## config.mk

```make
export PLATFORM = sky130hd
export DESIGN_NAME = dcache_ctrl
export DESIGN_NICKNAME = d
export VERILOG_FILES = /design/src/rtl/dcache_ctrl.sv
export SDC_FILE = /design/constraint.sdc
export NUM_CORES = 1
export LEC_CHECK = 0
export ABC_AREA = 1
export ABC_CLOCK_PERIOD_IN_PS = 5300
export CAP_MARGIN = 20
export CELL_PAD_IN_SITES_DETAIL_PLACEMENT = 1
export CELL_PAD_IN_SITES_GLOBAL_PLACEMENT = 2
export CORE_MARGIN = 4
export CORE_UTILIZATION = 33
export CTS_BUF_LIST = sky130_fd_sc_hd__clkbuf_16
export CTS_CLUSTER_SIZE = 40
export DETAILED_ROUTE_END_ITERATION = 7
export PLACE_DENSITY_LB_ADDON = 0.1
export SLEW_MARGIN = 20
export SYNTH_ARGS = -nofsm -noshare
export SYNTH_HDL_FRONTEND = slang
export SYNTH_SLANG_ARGS = --single-unit
export TNS_END_PERCENT = 30
```

## constraint.sdc

```tcl
create_clock -name clk -period 5.3 [get_ports clk]
set_clock_uncertainty 0.2 [all_clocks]
set_input_delay 0.795 -clock clk [delete_from_list [all_inputs] [get_ports clk]]
set_output_delay 0.795 -clock clk [all_outputs]
set_load 0.005 [all_outputs]
```

## src/rtl/dcache_ctrl.sv

```systemverilog
// Direct-mapped, one-word-per-line write-through data cache controller for the MEM stage.
// Optional hit/miss performance counters are enabled with `define DCACHE_PERF_CNT_EN.
`timescale 1ns/1ps
module dcache_ctrl #(
  parameter int ADDR_W = 8,
  parameter int DATA_W = 32,
  parameter int IDX_W  = 4
) (
  input  logic              clk,
  input  logic              reset_n,
  input  logic              DataRead,
  input  logic              DataWrite,
  input  logic [ADDR_W-1:0] address,
  input  logic [DATA_W-1:0] data,
  output logic [DATA_W-1:0] data_out,
  output logic              stall,
  output logic              mem_req,
  output logic              mem_we,
  output logic [ADDR_W-1:0] mem_addr,
  output logic [DATA_W-1:0] mem_wdata,
  input  logic              mem_ack,
  input  logic [DATA_W-1:0] mem_rdata
`ifdef DCACHE_PERF_CNT_EN
  ,
  output logic [31:0]       hit_cnt,
  output logic [31:0]       miss_cnt
`endif
);

  localparam int LINES = 1 << IDX_W;
  localparam int TAG_W = ADDR_W - IDX_W;

  typedef enum logic [1:0] {IDLE, RD_MISS, WR_MEM, RESP} state_t;

  state_t              state_reg;
  logic [LINES-1:0]    valid_reg;
  logic [DATA_W-1:0]   resp_reg;
  logic [TAG_W-1:0]    tag_arr  [LINES];
  logic [DATA_W-1:0]   data_arr [LINES];

  logic [IDX_W-1:0]    idx;
  logic [TAG_W-1:0]    tag;
  logic                hit;
  logic                req_wr;
  logic                req_rd;

  assign idx    = address[IDX_W-1:0];
  assign tag    = address[ADDR_W-1:IDX_W];
  assign hit    = valid_reg[idx] && (tag_arr[idx] == tag);
  assign req_wr = DataWrite;
  assign req_rd = DataRead && !DataWrite;

  always_ff @(posedge clk or negedge reset_n) begin
    if (!reset_n) begin
      state_reg <= IDLE;
      valid_reg <= '0;
      resp_reg  <= '0;
    end else begin
      case (state_reg)
        IDLE: begin
          if (req_wr)
            state_reg <= WR_MEM;
          else if (req_rd && !hit)
            state_reg <= RD_MISS;
        end
        RD_MISS: begin
          if (mem_ack) begin
            valid_reg[idx] <= 1'b1;
            resp_reg       <= mem_rdata;
            state_reg      <= RESP;
          end
        end
        WR_MEM: begin
          if (mem_ack) begin
            resp_reg  <= '0;
            state_reg <= RESP;
          end
        end
        default: state_reg <= IDLE;
      endcase
    end
  end

  // Tag/data store carries no reset; valid_reg alone decides whether a line is usable.
  always_ff @(posedge clk) begin
    if (state_reg == IDLE && req_wr && hit)
      data_arr[idx] <= data;
    if (state_reg == RD_MISS && mem_ack) begin
      data_arr[idx] <= mem_rdata;
      tag_arr[idx]  <= tag;
    end
  end

  always_comb begin
    data_out  = '0;
    stall     = 1'b0;
    mem_req   = 1'b0;
    mem_we    = 1'b0;
    mem_addr  = '0;
    mem_wdata = '0;
    if (reset_n) begin
      case (state_reg)
        IDLE: begin
          if (req_wr)
            stall = 1'b1;
          else if (req_rd) begin
            if (hit)
              data_out = data_arr[idx];
            else
              stall = 1'b1;
          end
        end
        RD_MISS: begin
          stall    = 1'b1;
          mem_req  = 1'b1;
          mem_addr = address;
        end
        WR_MEM: begin
          stall     = 1'b1;
          mem_req   = 1'b1;
          mem_we    = 1'b1;
          mem_addr  = address;
          mem_wdata = data;
        end
        default: data_out = resp_reg;
      endcase
    end
  end

`ifdef DCACHE_PERF_CNT_EN
  // Saturating counters: a wrapped count would read as a near-zero rate.
  always_ff @(posedge clk or negedge reset_n) begin
    if (!reset_n) begin
      hit_cnt  <= '0;
      miss_cnt <= '0;
    end else if (state_reg == IDLE && req_rd) begin
      if (hit && hit_cnt != 32'hFFFF_FFFF)
        hit_cnt <= hit_cnt + 32'd1;
      if (!hit && miss_cnt != 32'hFFFF_FFFF)
        miss_cnt <= miss_cnt + 32'd1;
    end
  end
`endif

endmodule

```

==> out/metrics.cfg <==
[outcome]
status=finished clean

[worst_setup_path]
critPathMaxFanout=8
path_depth=14
worstPathCellList=clkdlybuf4s50_1 -> nor2_2 -> nand2_1 -> nand2_1 -> nor2_1 -> nand2_1 -> nand2_1 -> nor2_2 -> nand3_2 -> inv_2 -> buf_4 -> nand2_1 -> a21oi_1 -> clkdlybuf4s50_1
r2r-end=data_arr[12][0]$_DFFE_PP_
cp_num_buf_inv=4
crit_start=address[3]
crit_path_end_kind=output pin
cp.required_ns=4.30
reg2reg_from=tag_arr[4][0]$_DFFE_PP_
cp_top_family=buffers and inverters
r2r_cells=14
crit_path_frequent_cell=nand2_1
critical_path_arrival_ns=3.75
cpPeakStageDelay_ns=0.53
start_kind=input pin
crit_type=input pin to output pin
r2r_slack_ns=1.82
crit_end=data_out[19]
crit_slowest_cell=clkdlybuf4s50_1

[timing]
tns_ns=0
grt_setup_unrepaired=false
max_slew_margin_pct=38.8
hold_slack_ns=0.160
min_period_ns=4.75
setup_viol=0
hold_viol=0
worst_pin_slew_ns=0.919
max_freq_ghz=0.211
period_share_pct=89.6
setup_ws_ns=0.552
slew_viol_final=0

[cts]
hold_buffers=0
cts_resized=0
clkTransAtPathRegs_ns=0.06
cts_tree=done
htreeDepth=3
cts_buffers=70
postCtsSetupRepairBufs=0
cts_root_buf=clkbuf_16
clock_latency_ns=0.60
clock-sinks=626
cts_buffer_depth=3

[finish]
fin_cells=3262
diodes=0
final_common_cell=edfxtp_1
area_delta_synth_final_pct=22.0
final_nets=2259
layout-drive-gt1-share_pct=10.1
largest_reg_flops=512
mostFrequentLayoutCells=576 x edfxtp_1, 301 x nand2_1, 297 x nor3_1

[logic_synthesis]
ys_types=25
avgSynthCellArea_um2=12.6
synth-seq-area-share_pct=73.4
syn_area_um2=25300
synth_seq_cells=626
synthCells=2002
syn-num-nets=2083
yosys_warnings=0

[global_routing]
grt_first_pass_wirelength_mm=127
grt_pass1_vias=18300
track_usage_pct=21.1
grt_max_degree=106
antenna_found_initial=2
grt_overflow=0

[route]
dr.pass1.iters=5
wirelength_mm=86.6
via_count=17400
wire_per_inst_um=26.5
drt_iter0_markers=1332
final_antenna_net_count=0
drc=0
via_per_inst=5.32

[place]
gp_congestion=0.751
portBuffers=151
pre_cts_slack_ns=0.503
dp.cells=3136
post-dp-hpwl_mm=48.5

[floorplan]
dieArea_um2=81100
io_pins=152
std_cell_rows=101
fp.dieH_um=285
fp.dieW_um=285
core_um2=75900
initial_core_util_pct=33.3

[flow_run]
cap_violations=0

[power]
power.density_nw_per_um2=401
peakVddDrop_mv=0.194
totalPowerFinal_mw=12.4
p_leak_nw=10.5

[worst_hold_path]
hold_class=input pin to async pin

-- final cells by class --
class | instances | area [µm²]
clock buffer | 74 | 1850
clock inverter | 52 | 332
fill | 7858 | 45100
inverter | 69 | 264
multi-input combinational | 1162 | 6040
sequential | 626 | 18500
tap | 1030 | 1290
timing repair buffer | 249 | 2510
-- report_power, final --
group          leakage, nW  switching [mW]  internal (mW)  total, mW
Sequential            5.79          0.0676           5.81       5.88
Combinational         3.52            1.28          0.550       1.83
Clock                 1.15            1.94           2.71       4.64
-- worst register-to-register path: cells and delay by family, from the launching register on --
family,cells,cell delay (ns)
compound gates,2,0.80
buf+inv,2,0.54
flops,1,0.35
simple gates,10,1.26
-- cells by family (layout without fill, tap and decap cells) --
family | Yosys count | count (layout) | share of synthesized area, %
compound gates | 394 | 394 | 9.62
fa+ha+maj | 4 | 4 | 0.198
buf+inv | 214 | 444 | 3.59
flops | 626 | 626 | 73.4
simple gates | 764 | 764 | 13.2
-- cells in the mapped netlist (all sizes together) --
library cell / instances / area [µm²]
edfxtp: 576 / 17300
o2111ai: 18 / 158
nor2: 107 / 412
or2: 4 / 25.0
dfrtp: 50 / 1250
a21oi: 54 / 270
nor3: 297 / 1490
a22oi: 5 / 37.5
o22ai: 128 / 801
nand2: 304 / 1140
o21ai: 102 / 510
buf: 63 / 339
ha: 4 / 50.1
o31ai: 87 / 653
inv: 69 / 259
nand3: 52 / 270
clkbuf: 82 / 308
-- worst min path at each step --
stage / from / end / slack [ns] / depth (start not counted)
floorplan: valid_reg[13]$_DFFE_PN0P_ / valid_reg[13]$_DFFE_PN0P_ / 0.23 / 2
global placement: valid_reg[3]$_DFFE_PN0P_ / valid_reg[3]$_DFFE_PN0P_ / 0.25 / 2
detailed placement: valid_reg[3]$_DFFE_PN0P_ / valid_reg[3]$_DFFE_PN0P_ / 0.25 / 2
CTS: reset_n / resp_reg[25]$_DFFE_PN0P_ / 0.14 / 2
global route: reset_n / state_reg[1]$_DFFE_PN0P_ / 0.16 / 2
finish: reset_n / state_reg[1]$_DFFE_PN0P_ / 0.16 / 2
-- per-stage QoR --
stage | utilization [%] | area, µm²
3_3_place_gp | 37.7 | 28700
6_report | 40.6 | 30800
2_1_floorplan | - | 25300
5_1_grt | 40.6 | 30800
4_1_cts | 40.6 | 30800
3_5_place_dp | 37.7 | 28700
-- routing by layer --
metal | share of wire [%] | GRT usage [%] | routed length (µm) | vias to the layer above
met3 | 4.2 | 3.25 | 3680 | 100
met5 | 0.023 | 0 | 20 | -
met4 | 2.2 | 5.83 | 1890 | 2
li1 | - | - | - | 7840
met1 | 46 | 28.9 | 39400 | 9009
met2 | 48 | 35.1 | 41600 | 401
(Power assumes the default switching activity.)
